--- config.mk ---
export PLATFORM = sky130hd
export DESIGN_NAME = fp_add_result_pack_flat
export DESIGN_NICKNAME = d
export VERILOG_FILES = /design/src/rtl/fp_add_result_pack_if.sv /design/src/rtl/fp_add_result_pack.sv /design/src/flat_wrapper.sv
export SDC_FILE = /design/constraint.sdc
export NUM_CORES = 1
export LEC_CHECK = 0
export BUFFER_PORTS_ARGS = -buffer_cell sky130_fd_sc_hd__buf_2
export CAP_MARGIN = 25
export CELL_PAD_IN_SITES_DETAIL_PLACEMENT = 0
export CELL_PAD_IN_SITES_GLOBAL_PLACEMENT = 1
export CORE_MARGIN = 1
export CORE_UTILIZATION = 50
export DETAILED_ROUTE_END_ITERATION = 6
export GPL_ROUTABILITY_DRIVEN = 0
export MAX_ROUTING_LAYER = met4
export PLACE_DENSITY = 0.86
export SKIP_CTS_REPAIR_TIMING = 1
export SYNTH_ARGS = -nofsm -noshare
export SYNTH_HDL_FRONTEND = slang
export SYNTH_SLANG_ARGS = --single-unit
--- constraint.sdc ---
create_clock -name clk -period 4.13 [get_ports clk]
set_input_delay 0.826 -clock clk [delete_from_list [all_inputs] [get_ports clk]]
set_output_delay 0.826 -clock clk [all_outputs]
set_load 0.01 [all_outputs]
--- src/rtl/fp_add_result_pack_if.sv ---
// Stream bundle between the adder result port, the repacking FIFO and the consumer.
// Optional macro FP_RESULT_PACK_CLASS_EN adds the out_class field to the bundle.
interface fp_add_result_pack_if;
  logic        dst_valid;
  logic [22:0] r_man;
  logic [7:0]  r_exp;
  logic        r_sign;
  logic        out_valid;
  logic        out_ready;
  logic [31:0] out_data;
`ifdef FP_RESULT_PACK_CLASS_EN
  logic [3:0]  out_class;
`endif

  // master: adder/consumer side (drives results and ready, observes the stream)
  modport master (
    output dst_valid, r_man, r_exp, r_sign, out_ready,
`ifdef FP_RESULT_PACK_CLASS_EN
    input  out_class,
`endif
    input  out_valid, out_data
  );

  // slave: the repacking FIFO
  modport slave (
    input  dst_valid, r_man, r_exp, r_sign, out_ready,
`ifdef FP_RESULT_PACK_CLASS_EN
    output out_class,
`endif
    output out_valid, out_data
  );
endinterface

--- src/rtl/fp_add_result_pack.sv ---
// Repacks unpacked adder results into IEEE-754 single words and buffers them
// in a DEPTH-entry FIFO with a valid/ready output. The adder cannot stall, so
// results arriving while full are dropped, flagged (sticky) and counted.
// Optional macro FP_RESULT_PACK_CLASS_EN stores a 4-bit class per entry
// {nan, inf, zero, denorm} and drives out_class.
module fp_add_result_pack #(
  parameter int DEPTH = 4
) (
  input  logic                     clk,
  input  logic                     rst,
  fp_add_result_pack_if.slave      bus,
  input  logic                     clr_overflow,
  output logic [$clog2(DEPTH):0]   level,
  output logic                     overflow,
  output logic [7:0]               drop_count
);

  localparam int AW = $clog2(DEPTH);
  localparam int LW = AW + 1;
  localparam logic [LW-1:0] LVL_FULL = LW'(DEPTH);
`ifdef FP_RESULT_PACK_CLASS_EN
  localparam int EW = 36;
`else
  localparam int EW = 32;
`endif

  logic [EW-1:0] r_mem [DEPTH];
  logic [AW-1:0] r_wr_ptr;
  logic [AW-1:0] r_rd_ptr;
  logic [LW-1:0] r_level;
  logic          r_overflow;
  logic [7:0]    r_drop_count;

  logic          w_full;
  logic          w_valid;
  logic          w_pop;
  logic          w_push;
  logic          w_drop;
  logic [EW-1:0] w_entry;
  logic [EW-1:0] w_head;

  assign w_full  = (r_level == LVL_FULL);
  assign w_valid = (r_level != '0);
  assign w_pop   = w_valid && bus.out_ready;
  // A full FIFO still accepts when the head leaves in the same cycle.
  assign w_push  = bus.dst_valid && (!w_full || w_pop);
  assign w_drop  = bus.dst_valid && w_full && !w_pop;

`ifdef FP_RESULT_PACK_CLASS_EN
  logic [3:0] w_class;
  logic       w_exp_max;
  logic       w_exp_zero;
  logic       w_man_zero;

  assign w_exp_max  = (bus.r_exp == 8'hFF);
  assign w_exp_zero = (bus.r_exp == 8'h00);
  assign w_man_zero = (bus.r_man == 23'd0);
  assign w_class    = {w_exp_max && !w_man_zero, w_exp_max && w_man_zero,
                       w_exp_zero && w_man_zero, w_exp_zero && !w_man_zero};
  assign w_entry    = {w_class, bus.r_sign, bus.r_exp, bus.r_man};
`else
  assign w_entry    = {bus.r_sign, bus.r_exp, bus.r_man};
`endif

  // Head is forced to zero when empty so the output is clean after reset.
  assign w_head        = w_valid ? r_mem[r_rd_ptr] : '0;
  assign bus.out_valid = w_valid;
  assign bus.out_data  = w_head[31:0];
`ifdef FP_RESULT_PACK_CLASS_EN
  assign bus.out_class = w_head[35:32];
`endif

  assign level      = r_level;
  assign overflow   = r_overflow;
  assign drop_count = r_drop_count;

  // Storage write; contents need no reset because level gates visibility.
  always_ff @(posedge clk) begin
    if (!rst && w_push) r_mem[r_wr_ptr] <= w_entry;
  end

  // Pointers and occupancy; pointers wrap naturally as DEPTH is a power of two.
  always_ff @(posedge clk) begin
    if (rst) begin
      r_wr_ptr <= '0;
      r_rd_ptr <= '0;
      r_level  <= '0;
    end else begin
      if (w_push) r_wr_ptr <= r_wr_ptr + 1'b1;
      if (w_pop)  r_rd_ptr <= r_rd_ptr + 1'b1;
      case ({w_push, w_pop})
        2'b10:   r_level <= r_level + 1'b1;
        2'b01:   r_level <= r_level - 1'b1;
        default: r_level <= r_level;
      endcase
    end
  end

  // Sticky drop flag (a drop beats a clear) and saturating drop counter.
  always_ff @(posedge clk) begin
    if (rst) begin
      r_overflow   <= 1'b0;
      r_drop_count <= '0;
    end else begin
      if (w_drop)            r_overflow <= 1'b1;
      else if (clr_overflow) r_overflow <= 1'b0;
      if (w_drop && (r_drop_count != 8'hFF)) r_drop_count <= r_drop_count + 1'b1;
    end
  end

endmodule

--- src/flat_wrapper.sv ---
// flat-port wrapper written by rule: the top's interface ports become plain ports
module fp_add_result_pack_flat 
#(
  parameter int DEPTH = 4
)
  (clk, rst, clr_overflow, level, overflow, drop_count, bus_dst_valid, bus_r_man, bus_r_exp, bus_r_sign, bus_out_ready, bus_out_valid, bus_out_data);
  fp_add_result_pack_if bus_i ();
  input  logic clk;
  input  logic rst;
  input  logic clr_overflow;
  output logic [$clog2(DEPTH):0] level;
  output logic overflow;
  output logic [7:0] drop_count;
  input wire logic [$bits(bus_i.dst_valid)-1:0] bus_dst_valid;
  input wire logic [$bits(bus_i.r_man)-1:0] bus_r_man;
  input wire logic [$bits(bus_i.r_exp)-1:0] bus_r_exp;
  input wire logic [$bits(bus_i.r_sign)-1:0] bus_r_sign;
  input wire logic [$bits(bus_i.out_ready)-1:0] bus_out_ready;
  output wire logic [$bits(bus_i.out_valid)-1:0] bus_out_valid;
  output wire logic [$bits(bus_i.out_data)-1:0] bus_out_data;
  assign bus_i.dst_valid = bus_dst_valid;
  assign bus_i.r_man = bus_r_man;
  assign bus_i.r_exp = bus_r_exp;
  assign bus_i.r_sign = bus_r_sign;
  assign bus_i.out_ready = bus_out_ready;
  assign bus_out_valid = bus_i.out_valid;
  assign bus_out_data = bus_i.out_data;
  fp_add_result_pack #(.DEPTH(DEPTH)) u_core (.clk(clk), .rst(rst), .bus(bus_i), .clr_overflow(clr_overflow), .level(level), .overflow(overflow), .drop_count(drop_count));
endmodule
After elaboration in Yosys (flattened, before gate mapping):

Memory sizes are Yosys's and may differ from the RTL's. A register that Yosys moved wholly into a read port is not among the register bits.
Index checks and enable logic that the tools add are counted.
Widths: inputs -> output; s select.

* bits in registers: 16
* latch bits: 0
* RAM bits: 128
* bits in read-only memories: 0
* bits of input ports: 37
* output and inout port bits: 45
* word-level logic and storage cells: 36
* memories kept: 1

Memory list
* u_core.r_mem: words 4, bits a word 32, read ports 1, clocked after memory_dff 1, wr ports 1, line fp_add_result_pack.sv:27 `logic [EW-1:0] r_mem [DEPTH];`

* add/sub/neg operators: 5
* multiply operators: 0
* div/mod/pow operators: 0
* order comparisons: 0
* eq/ne operators: 4
* shift operators: 0
* mux-type cells: 8
* bitwise gates (word level): 0
* reduce and logical (&&, ||, !) cells: 13

Operators with widths (count)
* $mux 32: 1
* $add 8x1->8 const B: 1
* $ne 8x8->1 const B: 1
* $logic_and 1x1->1: 6
* $pmux 3 s2: 1
* $add 2x1->2 const B: 2
* $mux 1: 4
* $mux 2: 2
* $reduce_bool 2->1: 2
* $add 3x1->3 const B: 1
* $eq 3x3->1 const B: 1
* $logic_not 1->1: 3
* $reduce_bool 3->1: 1
* $sub 3x1->3 const B: 1
* $eq 2x1->1 const B: 1
* $eq 2x2->1 const B: 1
* $logic_or 1x1->1: 1

Longest topological paths before layout:

Gate-level depths: netlist (run 1).

* depth after elaboration: 7
* mapped depth: 9
* mapped depth without buffers: 8

Least setup slack after synthesis (run 1):

OpenSTA, ideal clock, no wires.

* path type: input port to flip-flop
* start point: input port bus_out_ready
* end point: register u_core.r_level[2], in the netlist u_core.level[2]
* setup time: 0.070 ns
* data arrival time: 2.569 ns
* data required time: 4.060 ns
* setup slack: 1.491 ns
* stages on the path: 8
* path buffers: 0
* path through: nor4b_4 > nand2b_1 > ha_1 > inv_1 > fa_1 > xor2_1 > or3_1 > a21oi_1

* cells in the longest elaborated chain, start to end: 5
* elaborated cells between the ends (all ways): 7
* those cells by class: eq/ne (2); mux (1); reduce/logical (4)

Ends and longest elaborated chain
* start: declaration: line flat_wrapper.sv:18 `input wire logic [$bits(bus_i.out_ready)-1:0] bus_out_ready;`
* $logic_and 1x1->1 *: line fp_add_result_pack.sv:44 `assign w_pop = w_valid && bus.out_ready;`
* $logic_or 1x1->1: line fp_add_result_pack.sv:46 `assign w_push = bus.dst_valid && (!w_full || w_pop);`
* $logic_and 1x1->1: line fp_add_result_pack.sv:46
* $eq 2x1->1 / $eq 2x2->1 (equally long branches): line fp_add_result_pack.sv:91 `case ({w_push, w_pop})`
* $pmux 3 s2 / $reduce_bool 2->1 (equally long branches)
* end signal: assignment: line fp_add_result_pack.sv:92 `2'b10: r_level <= r_level + 1'b1;`
* end signal: assignment: line fp_add_result_pack.sv:93 `2'b01: r_level <= r_level - 1'b1;`
* end signal: assignment: line fp_add_result_pack.sv:94 `default: r_level <= r_level;`
* end: declaration: line fp_add_result_pack.sv:30 `logic [LW-1:0] r_level;`

Mark *: on every way between the ends. The rest lies on a longest branch, timed or not.
A chain may end at the register's enable or synchronous reset.

==> results_dict.tcl, run 1 <==
set metrics [dict create \
    status "complete, no violations" \
    fin_total_pwr_w 0.00416 \
    die_area_um2 11800 \
    io_buffers 81 \
    grt_usage 0.191 \
    start_kind "flip-flop" \
    cp-end-kind "output pin" \
    fin_crit_ns 3.22 \
    syn-instance-count 299 \
    layout_common_cells "edfxtp_1, buf_2, and2_1" \
    synthToLayoutAreaGrowth_pct 19.9 \
    dr.pass1.iters 4 \
    insertion_delay_ns 0.41 \
    wirelength_um 9860 \
    grt_overflow 0 \
    antenna_cells 0 \
    hold_violations 0 \
    vias_per_cell 5.44 \
    setup_viol 0 \
    synth_area_leader_cell "edfxtp_1" \
    dp_hpwl_um 5770 \
    tns_ns 0 \
    ys_seq_elements 146 \
    drv_cap 0 \
    rsz0062_at_grt "false" \
    grt_pass1_wl_um 15500 \
    skew_ns 0.00835 \
    synth_area_um2 5690 \
    initial_utilization 0.518 \
    drt_iter0_markers 139 \
    cts_max_path_buffers 2 \
    max_freq_ghz 0.311 \
    vias 2944 \
    chipWidth_um 109 \
    synth_top_cell_area_share 0.675 \
    arrival_ns 2.39 \
    ys_types 29 \
    hp-class "flip-flop to flip-flop" \
    route.detailed.drc 0 \
    critical_path.endpoint "bus_out_data[5]" \
    cts_buffers 17 \
    async_reset_ff_frac 0 \
    dieHeight_um 109 \
    wire_per_inst_um 18.2 \
    cts.sinks 146 \
    finalMaxSlewViolations 0 \
    final_net_count 433 \
    drive_gt1_frac 0.374 \
    cp.required_ns 3.30 \
    synth_nets 343 \
    reg2regPathDepth 9 \
    io_pins 82 \
    grt_pass1_vias 3024 \
    root_buffer "clkbuf_16" \
    synth_area_leaders "edfxtp_1, mux4_2, dfxtp_1" \
    critPathKind "flip-flop to output pin" \
    slew-limit-headroom 0.406 \
    finalCritPeriodShare 0.779 \
    path_clk_slew_ns 0.05 \
    synth_edf_count 128 \
    yosysWarnings 0 \
    powerDensity_nw_per_um2 609 \
    ys.flop_type "edfxtp_1" \
    rows 38 \
    cts_tree "yes" \
    worst_pin_slew_ns 0.891 \
    final_common_cell "edfxtp_1" \
    ir_worst_vdd_mv 0.543 \
    r2r-end "u_core.level[2]" \
    antenna_found_initial 0 \
    cp_max_fo 18 \
    htree_levels 4 \
    reg2reg_from "u_core.level[0]" \
    synth.yosys.seq_area_share 0.738 \
    reg2reg_slack_ns 1.71 \
    syn_area_per_cell_um2 19.0 \
    core-area_um2 11000 \
    grt_max_degree 36 \
    p_leak_nw 2.43 \
    antenna_left 0 \
]
## metal layers
metal / vias to the layer above / track usage / wire [µm]
met5: - / - / 0
met4: 0 / 0.0869 / 157
met3: 15 / 0.0532 / 405
met2: 74 / 0.301 / 5000
met1: 1498 / 0.231 / 4300
li1: 1357 / - / -
## worst min path at each step
stage,start,end,cells after the start
floorplan,u_core.r_rd_ptr[1],flip-flop,2
global placement,u_core.r_rd_ptr[1],flip-flop,2
detailed placement,u_core.level[2],u_core.level[2],2
CTS,u_core.level[2],u_core.level[2],2
global route,u_core.drop_count[4],u_core.drop_count[4],2
finish,u_core.level[2],u_core.level[2],2
## registers in the layout, indices dropped and copies added (netlist names), named ones only
register           count
u_core.drop_count      8
u_core.overflow        1
u_core.level           3
u_core.r_rd_ptr        2
u_core.r_wr_ptr        2
u_core.r_mem         128
## synthesized netlist by cell type, types with 2 or more instances
cell,instances
a21oi_1,5
and2_1,37
and4_1,2
buf_1,2
buf_2,3
clkbuf_1,8
dfxtp_1,18
edfxtp_1,128
ha_1,6
inv_1,5
mux2i_1,3
mux4_2,32
nand2_1,3
nand3_1,3
nand4_1,2
nor2_1,16
nor2b_1,2
o2111ai_1,2
o21ai_0,3
or3_1,4
xnor2_1,2
xor2_1,6
## cells by family after synthesis
group / after synthesis / share of synthesized area
buffers and inverters: 18 / 0.0125
multiplexers: 35 / 0.132
adder cells (fa/ha/maj): 7 / 0.0167
AO/OA/AOI/OAI: 13 / 0.0143
AND/OR/NAND/NOR: 72 / 0.0740
XOR/XNOR: 8 / 0.0123
flip-flops: 146 / 0.738
## through the flow
step	std cells	setup slack (ns)	utilization	area (µm²)	hold slack [ns]
floorplan	299	1.49	-	5690	0.485
global placement	510	1.27	0.569	6250	0.506
detailed placement	510	1.19	0.569	6250	0.518
CTS	541	0.814	0.621	6830	0.530
global route	541	0.698	0.621	6830	0.569
finish	541	0.914	0.621	6830	0.530
## where the power goes
part | switching [W] | internal [W]
clock | 0.000544 | 0.000933
combinational | 0.000450 | 0.000450
sequential | 0.0000881 | 0.00169
## worst max-delay path: stages (launching register included)
cell,delay [ns]
dfxtp_2,0.72
buf_4,0.40
mux4_2,0.53
and2_1,0.19
buf_2,0.14
## final cells by class
type	instances	area, µm²
clock buffers	18	429
clock inverters	13	144
fillers	796	4160
inverters	5	18.8
multi-input cells	135	1420
flip-flops and latches	146	4210
well taps	140	175
repair buffers	84	428
(Power assumes the default switching activity.)
==> run 2, diff against run 1 <==
--- a/config.mk
+++ b/config.mk
@@ -10,11 +10,11 @@
 export CELL_PAD_IN_SITES_DETAIL_PLACEMENT = 0
 export CELL_PAD_IN_SITES_GLOBAL_PLACEMENT = 1
 export CORE_MARGIN = 1
-export CORE_UTILIZATION = 50
+export CORE_UTILIZATION = 44
 export DETAILED_ROUTE_END_ITERATION = 6
 export GPL_ROUTABILITY_DRIVEN = 0
 export MAX_ROUTING_LAYER = met4
-export PLACE_DENSITY = 0.86
+export PLACE_DENSITY = 0.81
 export SKIP_CTS_REPAIR_TIMING = 1
 export SYNTH_ARGS = -nofsm -noshare
 export SYNTH_HDL_FRONTEND = slang
==> constraint.sdc (replaced) <==
create_clock -name clk -period 2.65 [get_ports clk]
set_input_delay 0.53 -clock clk [delete_from_list [all_inputs] [get_ports clk]]
set_output_delay 0.53 -clock clk [all_outputs]
set_load 0.01 [all_outputs]
==> results_dict.tcl, run 2 (synthesis results as in run 1) <==
set metrics [dict create \
    final_common_cell "edfxtp_1" \
    top_register "u_core.r_mem" \
    rsz0062_at_grt "false" \
    post-route-util 0.558 \
    swShare 0.261 \
    dieHeight_um 116 \
    cts_buffers 17 \
    critPathKind "flip-flop to output pin" \
    grt_usage 0.172 \
    max_freq_ghz 0.422 \
    p_int_w 0.00494 \
    hold-path-cell-count 1 \
    final_net_count 440 \
    setup_viol 0 \
    hp-class "primary input to flip-flop" \
    fillCellCount 1019 \
    max_stage_delay_ns 0.54 \
    hold_ws_ns 0.336 \
    route.detailed.drc 0 \
    initial_utilization 0.451 \
    status "complete, no violations" \
    p_switching_w 0.00175 \
    reg2reg_slack_ns 0.50 \
    cp_slowest_cell "mux4_2" \
    crit_chain "buf_4, mux4_2, and2_1, buf_2" \
    start_kind "flip-flop" \
    cp-end-kind "output pin" \
    htree_levels 4 \
    dr.pass1.iters 4 \
    min_from "bus_r_man[10]" \
    hold_path_end "u_core.r_mem[2][10]" \
    synthToLayoutAreaGrowth_pct 23.6 \
    cp.required_ns 2.12 \
    hold_violations 0 \
    chipWidth_um 116 \
    reg2regPathDepth 8 \
    reg2reg_from "u_core.level[0]" \
    insertion_delay_ns 0.41 \
    tns_ns 0 \
    io_pins 82 \
    core-area_um2 12600 \
    crit_family "multiplexers" \
    grt_max_degree 35 \
    largest_register_ffs 128 \
    cts_max_path_buffers 2 \
    wirelength_um 10100 \
    seqPwrFrac 0.404 \
    drive_gt1_frac 0.390 \
    worst_pin_slew_ns 0.382 \
    skew_ns 0.00936 \
    vias 2985 \
    place_ws_ns 0.271 \
    grt_pass1_wl_um 16000 \
    antenna_found_initial 1 \
    grt_pass1_vias 3004 \
    grt_overflow 0 \
    vias_per_cell 5.14 \
    fin_crit_ns 2.37 \
    layout_common_cells "edfxtp_1, buf_2, and2_1" \
    root_buffer "clkbuf_16" \
    rows 41 \
    drv_cap 0 \
    finalMaxSlewViolations 0 \
    die_area_um2 13400 \
    cts_tree "yes" \
    wire_per_inst_um 17.4 \
    cp_max_fo 11 \
    dp_hpwl_um 6070 \
    p_comb_frac 0.227 \
    antenna_left 0 \
    path_buf_inv 2 \
    p_clk_frac 0.369 \
    ir_worst_vdd_mv 0.426 \
    io_buffers 81 \
    arrival_ns 1.84 \
    drt_iter0_markers 209 \
    fin_total_pwr_w 0.00669 \
    r2r-end "u_core.level[2]" \
    cts.sinks 146 \
    p_leak_nw 2.49 \
    slew-limit-headroom 0.744 \
    setup_ws_ns 0.282 \
    powerDensity_nw_per_um2 951 \
    path_clk_slew_ns 0.06 \
    finalCritPeriodShare 0.894 \
]
## run 2: stage by stage
stage / instance area, µm² / cells
final: 7040 / 581
after floorplan: 5690 / 299
after global placement: 6420 / 549
after CTS: 7030 / 580
after global routing: 7040 / 581
after detailed placement: 6420 / 549
## run 2: per-layer routing
layer | vias up | part of all wire | track usage | wire length, µm
li1 | 1368 | - | - | -
met1 | 1529 | 0.44 | 0.217 | 4400
met2 | 75 | 0.51 | 0.265 | 5150
met3 | 13 | 0.041 | 0.0371 | 418
met4 | 0 | 0.013 | 0.0795 | 136
met5 | - | 0 | - | 0
## run 2: cell type report
class	count	area (µm²)	share of cell area
flip-flops and latches	146	4210	0.598
multi-input cells	135	1420	0.202
repair buffers	91	556	0.0790
clock buffers	18	429	0.0610
well taps	172	215	0.0306
clock inverters	13	184	0.0261
inverters	5	18.8	0.00267
diodes	1	2.50	0.000356
## run 2: how the worst max path moves through the flow
| stage | start | to | cells after the start |
|---|---|---|---|
| after detailed placement | bus_out_ready | u_core.level[2] | 9 |
| final | flip-flop | bus_out_data[13] | 4 |
| after floorplan | bus_out_ready | u_core.level[2] | 8 |
| after global routing | flip-flop | bus_out_data[13] | 4 |
| after global placement | bus_out_ready | u_core.level[2] | 9 |
| after CTS | flip-flop | bus_out_data[23] | 4 |
## run 2: power by group through the flow
stage	Sequential, W	Clock (W)	Combinational, W
detailed placement	0.00275	0	0.00156
global route	0.00271	0.00261	0.00169
global placement	0.00274	0	0.00154
finish	0.00270	0.00247	0.00152
CTS	0.00271	0.00251	0.00156
floorplan	0.00273	0	0.000979
